### src/rtl/fetch_queue.sv
// Fetch-to-decode decoupling queue: 2-wide compacting enqueue, up to 2-wide
// in-order dequeue, flush, stall back-pressure and sticky overflow flag.
module fetch_queue #(
  parameter int DEPTH      = 8,
  parameter int INST_WIDTH = 32,
  parameter int ADDR_WIDTH = 32,
  parameter int GHR_BITS   = 8
) (
  input  logic                    clk,
  input  logic                    rst_n,
  input  logic                    flush,
  input  logic [1:0]              in_valid,
  input  logic [ADDR_WIDTH-1:0]   in_pc_0,
  input  logic [ADDR_WIDTH-1:0]   in_pc_1,
  input  logic [INST_WIDTH-1:0]   in_inst_0,
  input  logic [INST_WIDTH-1:0]   in_inst_1,
  input  logic                    in_pred_taken_0,
  input  logic                    in_pred_taken_1,
  input  logic [ADDR_WIDTH-1:0]   in_pred_target_0,
  input  logic [ADDR_WIDTH-1:0]   in_pred_target_1,
  input  logic [GHR_BITS-1:0]     in_pred_hist_0,
  input  logic [GHR_BITS-1:0]     in_pred_hist_1,
  input  logic [1:0]              deq_ready,
  output logic [1:0]              out_valid,
  output logic [ADDR_WIDTH-1:0]   out_pc_0,
  output logic [ADDR_WIDTH-1:0]   out_pc_1,
  output logic [INST_WIDTH-1:0]   out_inst_0,
  output logic [INST_WIDTH-1:0]   out_inst_1,
  output logic                    out_pred_taken_0,
  output logic                    out_pred_taken_1,
  output logic [ADDR_WIDTH-1:0]   out_pred_target_0,
  output logic [ADDR_WIDTH-1:0]   out_pred_target_1,
  output logic [GHR_BITS-1:0]     out_pred_hist_0,
  output logic [GHR_BITS-1:0]     out_pred_hist_1,
  output logic                    stall,
  output logic [$clog2(DEPTH):0]  count,
  output logic                    overflow_err
);

  localparam int PW = $clog2(DEPTH);
  localparam logic [PW:0] DEPTH_C = (PW+1)'(DEPTH);

  logic [ADDR_WIDTH-1:0] mem_pc     [DEPTH];
  logic [INST_WIDTH-1:0] mem_inst   [DEPTH];
  logic                  mem_taken  [DEPTH];
  logic [ADDR_WIDTH-1:0] mem_target [DEPTH];
  logic [GHR_BITS-1:0]   mem_hist   [DEPTH];

  logic [PW-1:0] head, tail, head1, tail1;
  logic [PW:0]   count_q, free_slots;
  logic [1:0]    n_req, n_enq, n_deq, deq_mask, take;
  logic          fits;

  logic [ADDR_WIDTH-1:0] w0_pc, w0_target;
  logic [INST_WIDTH-1:0] w0_inst;
  logic                  w0_taken;
  logic [GHR_BITS-1:0]   w0_hist;

  assign head1 = head + 1'b1;
  assign tail1 = tail + 1'b1;
  assign count = count_q;

  assign free_slots = DEPTH_C - count_q;
  assign n_req      = {in_valid[0] & in_valid[1], in_valid[0] ^ in_valid[1]};
  assign fits       = {{(PW-1){1'b0}}, n_req} <= free_slots;
  assign n_enq      = fits ? n_req : 2'd0;

  assign out_valid = (count_q >= (PW+1)'(2)) ? 2'b11 :
                     (count_q == (PW+1)'(1)) ? 2'b01 : 2'b00;
  assign stall     = free_slots < (PW+1)'(4);

  // 10 on deq_ready is not a legal thermometer code and accepts nothing
  assign deq_mask = (deq_ready == 2'b10) ? 2'b00 : deq_ready;
  assign take     = out_valid & deq_mask;
  assign n_deq    = {take[0] & take[1], take[0] ^ take[1]};

  // A lone valid slot (either lane) always lands at tail
  always_comb begin
    if (in_valid[0]) begin
      w0_pc = in_pc_0; w0_inst = in_inst_0; w0_taken = in_pred_taken_0;
      w0_target = in_pred_target_0; w0_hist = in_pred_hist_0;
    end else begin
      w0_pc = in_pc_1; w0_inst = in_inst_1; w0_taken = in_pred_taken_1;
      w0_target = in_pred_target_1; w0_hist = in_pred_hist_1;
    end
  end

  always_ff @(posedge clk or negedge rst_n) begin
    if (!rst_n) begin
      mem_pc     <= '{default: '0};
      mem_inst   <= '{default: '0};
      mem_taken  <= '{default: '0};
      mem_target <= '{default: '0};
      mem_hist   <= '{default: '0};
    end else if (!flush) begin
      if (n_enq != 2'd0) begin
        mem_pc[tail]     <= w0_pc;
        mem_inst[tail]   <= w0_inst;
        mem_taken[tail]  <= w0_taken;
        mem_target[tail] <= w0_target;
        mem_hist[tail]   <= w0_hist;
      end
      if (n_enq == 2'd2) begin
        mem_pc[tail1]     <= in_pc_1;
        mem_inst[tail1]   <= in_inst_1;
        mem_taken[tail1]  <= in_pred_taken_1;
        mem_target[tail1] <= in_pred_target_1;
        mem_hist[tail1]   <= in_pred_hist_1;
      end
    end
  end

  always_ff @(posedge clk or negedge rst_n) begin
    if (!rst_n) begin
      head         <= '0;
      tail         <= '0;
      count_q      <= '0;
      overflow_err <= 1'b0;
    end else if (flush) begin
      head    <= '0;
      tail    <= '0;
      count_q <= '0;
    end else begin
      head    <= head + PW'(n_deq);
      tail    <= tail + PW'(n_enq);
      count_q <= count_q + (PW+1)'(n_enq) - (PW+1)'(n_deq);
      if (!fits) overflow_err <= 1'b1;
    end
  end

  assign out_pc_0          = mem_pc[head];
  assign out_pc_1          = mem_pc[head1];
  assign out_inst_0        = mem_inst[head];
  assign out_inst_1        = mem_inst[head1];
  assign out_pred_taken_0  = mem_taken[head];
  assign out_pred_taken_1  = mem_taken[head1];
  assign out_pred_target_0 = mem_target[head];
  assign out_pred_target_1 = mem_target[head1];
  assign out_pred_hist_0   = mem_hist[head];
  assign out_pred_hist_1   = mem_hist[head1];

endmodule
### config.mk
export PLATFORM = sky130hd
export DESIGN_NAME = fetch_queue
export DESIGN_NICKNAME = d
export VERILOG_FILES = /design/src/rtl/fetch_queue.sv
export SDC_FILE = /design/constraint.sdc
export NUM_CORES = 2
export LEC_CHECK = 0
export BUFFER_PORTS_ARGS = -buffer_cell sky130_fd_sc_hd__buf_4
export CAP_MARGIN = 20
export CORE_ASPECT_RATIO = 1.75
export CORE_MARGIN = 3
export CORE_UTILIZATION = 63
export CTS_BUF_LIST = sky130_fd_sc_hd__clkbuf_4 sky130_fd_sc_hd__clkbuf_8
export DETAILED_ROUTE_END_ITERATION = 8
export PLACE_DENSITY = 0.83
export SLEW_MARGIN = 20
export SYNTH_ARGS = -nofsm -noshare
export SYNTH_HDL_FRONTEND = slang
export SYNTH_SLANG_ARGS = --single-unit
### constraint.sdc
create_clock -name clk -period 4.4 [get_ports clk]
set_input_delay 0.66 -clock clk [delete_from_list [all_inputs] [get_ports clk]]
set_output_delay 0.66 -clock clk [all_outputs]
set_load 0.03 [all_outputs]
==> run_results.csv <==
group,metric,value,unit
run_status,status,"finished, violations left",
run_status,violations,"DRC",
timing,min_period,4250,ps
worst_setup_path,arrival,3590,ps
synth,synth_cells,4502,
final_layout,syn_to_final_growth,13.7,%
clock_tree,clockRootBuffer,"clkbuf_8",
die,fp.dieH,391,µm
global_routing,grt_use_total,48.3,%
synth,ys_seq_area_share,39.9,%
timing,worst_pin_slew,1280,ps
worst_setup_path,crit_path_max_incr_delay,710,ps
timing,relSlewSlack,14.4,%
placed_design,port_buffers,434,
placed_design,hpwl,129000,µm
drt,ant_nets,0,
pwr,p_int,31.2,mW
clock_tree,htree_num_levels,3,
worst_setup_path,crit_buf_inv,2,
synth,synth_cell_types,63,
clock_tree,clkTransAtPathRegs,60,ps
final_layout,layout.nets,4882,
worst_hold_path,hp-class,"in2reg",
worst_setup_path,critPathMaxFanout,130,
die,rows,140,
worst_setup_path,cpMaxStageDelayCell,"dfrtp_4",
drt,drt_iter0_drc,8404,
global_routing,top_usage_layer,"met2",
pwr,peakVddDrop,1.30,mV
synth,yosysMostFrequentCell,"dfrtp_1",
drt,firstDrtPassIters,9,
timing,worst_slack,150,ps
global_routing,met2_usage,68.6,%
drt,wl,215000,µm
pwr,pwr-share-clk,12.3,%
global_routing,grt_max_degree,201,
synth,ys_warn_count,0,
synth,avgSynthCellArea,11.9,µm²
global_routing,use_met1,56.2,%
drt,drc_errors,1,
pwr,total_power,57.7,mW
timing,fin_crit_sh,96.6,%
timing,skew,44.3,ps
pwr,p_leak,23.2,nW
timing,timing.fmax,235,MHz
die,io_pins,435,
clock_tree,cts.sinks,851,
timing,hold_violations,0,
pwr,p_seq_share,25.6,%
worst_setup_path,crit_chain,"buf_12 -> mux4_2 -> mux2_2 -> buf_4",
drt,num_vias,50300,
synth,synth_top_area_share,39.9,%
synth,synth_area_leaders,"dfrtp_1, mux4_2, a22oi_1",
timing,finalMaxSlewViolations,0,
final_layout,drive_above_1_share,34.3,%
synth,synth_ff_type,"dfrtp_1",
placed_design,routabilityCongestion,0.939,
clock_tree,cts_buffers,121,
pwr,powerDensity,950,mW/mm²
die,core_area,0.0836,mm²
worst_setup_path,crit_type,"reg2out",
synth,synth_edf_count,0,
worst_setup_path,cp-start-kind,"flop",
worst_setup_path,required,3740,ps
pwr,p_sw_share,45.9,%
global_routing,use_met3,19.6,%
synth,synth_commonest_cells,"dfrtp_1, a22oi_1, clkbuf_1",
clock_tree,clockBufferDepth,3,
synth,syn-num-nets,4739,
global_routing,grt-ovfl-total,0,
timing,rsz0062_at_grt,"false",
worst_setup_path,critPathTopFamily,"multiplexers",
global_routing,grt_pass1_vias,51800,
die,die_area,0.0884,mm²
synth,ys_ff_latch,851,
synth,synth_area_leader_cell,"dfrtp_1",
timing,setup_viol,0,
global_routing,grt_pass1_wl,317000,µm
worst_setup_path,end_kind,"output port",
die,die_w,226,µm
drt,via_per_inst,8.65,
placed_design,pre_cts_ws,591,ps
clock_tree,cts_tree,"done",
clock_tree,clock_latency,890,ps
synth,async_reset_ff_share,100,%
timing,fin_tns_setup,0,ps
pwr,switchingPower,26.5,mW
pwr,power_frac_comb,62.1,%
die,initial_core_util,63.9,%
synth,synth.cell_area,0.0534,mm²
drt,avgRoutedWirePerCell,36.9,µm
run,drv_cap,0,
global_routing,antenna_found_initial,14,
final_layout,fillers,5642,
==> repair_timing <==
item,in CTS,in global routing
setup endpoints to repair,0,8
setup buffers,0,8
hold buffers,1,0
hold endpoints to repair,57,0
gates resized for setup,0,1
==> state kept, by name, summed over array words and instances, names as in the netlist <==
register	flops
mem_taken	8
mem_inst	256
overflow_err	1
mem_pc	256
mem_target	256
tail	3
mem_hist	64
count	4
head	3
==> per-layer routing <==
metal / share of wire (%) / routed length, µm / up-vias
li1: - / - / 18800
met1: 30 / 63900 / 24200
met2: 42 / 90800 / 5400
met3: 16 / 35100 / 1913
met4: 12 / 24800 / 4
met5: 0.056 / 120 / -
==> worst paths after layout <==
| check | endpoint | depth (start not counted) | startpoint | slack, ps |
|---|---|---|---|---|
| max in group asynchronous | mem_target[37]$_DFFE_PN0N_ | 3 | rst_n | 2730 |
| worst max-delay path | out_inst_0[29] | 4 | head[0]$_DFF_PN0_ | 150 |
| min in group asynchronous | mem_pc[118]$_DFFE_PN0N_ | 2 | rst_n | 400 |
| worst min register to register | overflow_err$_DFFE_PN0P_ | 1 | overflow_err$_DFFE_PN0P_ | 490 |
| worst min-delay path | mem_inst[180]$_DFFE_PN0N_ | 3 | in_inst_1[20] | 80 |
| worst max register to register | count[3]$_DFF_PN0_ | 15 | count[0]$_DFF_PN0_ | 680 |
==> power groups by stage <==
stage	Combinational, mW	Sequential, mW	Clock [mW]
2_1_floorplan	24.1	13.4	0
3_3_place_gp	34.2	14.4	0
3_5_place_dp	34.7	14.7	0
4_1_cts	34.9	14.6	7.04
5_1_grt	36.9	15.1	7.39
6_report	35.8	14.8	7.10
==> through the flow <==
step,utilization (%),instances,instance area [µm²],hold WS [ps]
finish,72.7,5815,60700,75.8
global route,72.7,5811,60700,75.6
CTS,72.5,5796,60600,59.0
detailed placement,69.3,5578,57900,469
global placement,69.2,5575,57800,466
floorplan,-,4502,53400,364
==> layout make-up <==
type / count / area, µm² / share of cell area (%)
antenna: 11 / 27.5 / 0.0453
clock buffer: 203 / 2540 / 4.18
clock inverter: 14 / 179 / 0.295
inverter: 64 / 243 / 0.400
multi-input combinational: 2999 / 30000 / 49.4
sequential: 851 / 21300 / 35.1
tap: 1065 / 1330 / 2.19
timing repair buffer: 608 / 5120 / 8.44
==> cells in the final DEF, fill, tap and decap left out, types with 72 or more instances in the layout <==
| master | instances |
|---|---|
| a22o_1 | 141 |
| a2bb2oi_1 | 72 |
| dfrtp_1 | 848 |
| o2bb2ai_1 | 107 |
| nor2_1 | 198 |
| mux2_2 | 251 |
| a22oi_1 | 492 |
| clkbuf_8 | 162 |
| buf_4 | 559 |
| o22ai_1 | 171 |
| nand2_1 | 102 |
| mux4_2 | 420 |
| o22a_1 | 418 |
==> tightest hold or removal path, cell delays in order <==
cell	delay, ps
buf_4	130
inv_1	50
a222oi_1	50
==> cell families (layout without fill, tap and decap cells) <==
family,after synthesis,in the layout,synth area share (%)
XOR/XNOR,7,7,0.115
AO/OA/AOI/OAI,1722,1722,26.0
multiplexers,720,720,23.9
flip-flops,851,851,39.9
adder cells (fa/ha/maj),20,20,0.525
other,0,11,0
AND/OR/NAND/NOR,530,530,4.72
buffers and inverters,652,889,4.78
Power figures use the tool's default switching activity.
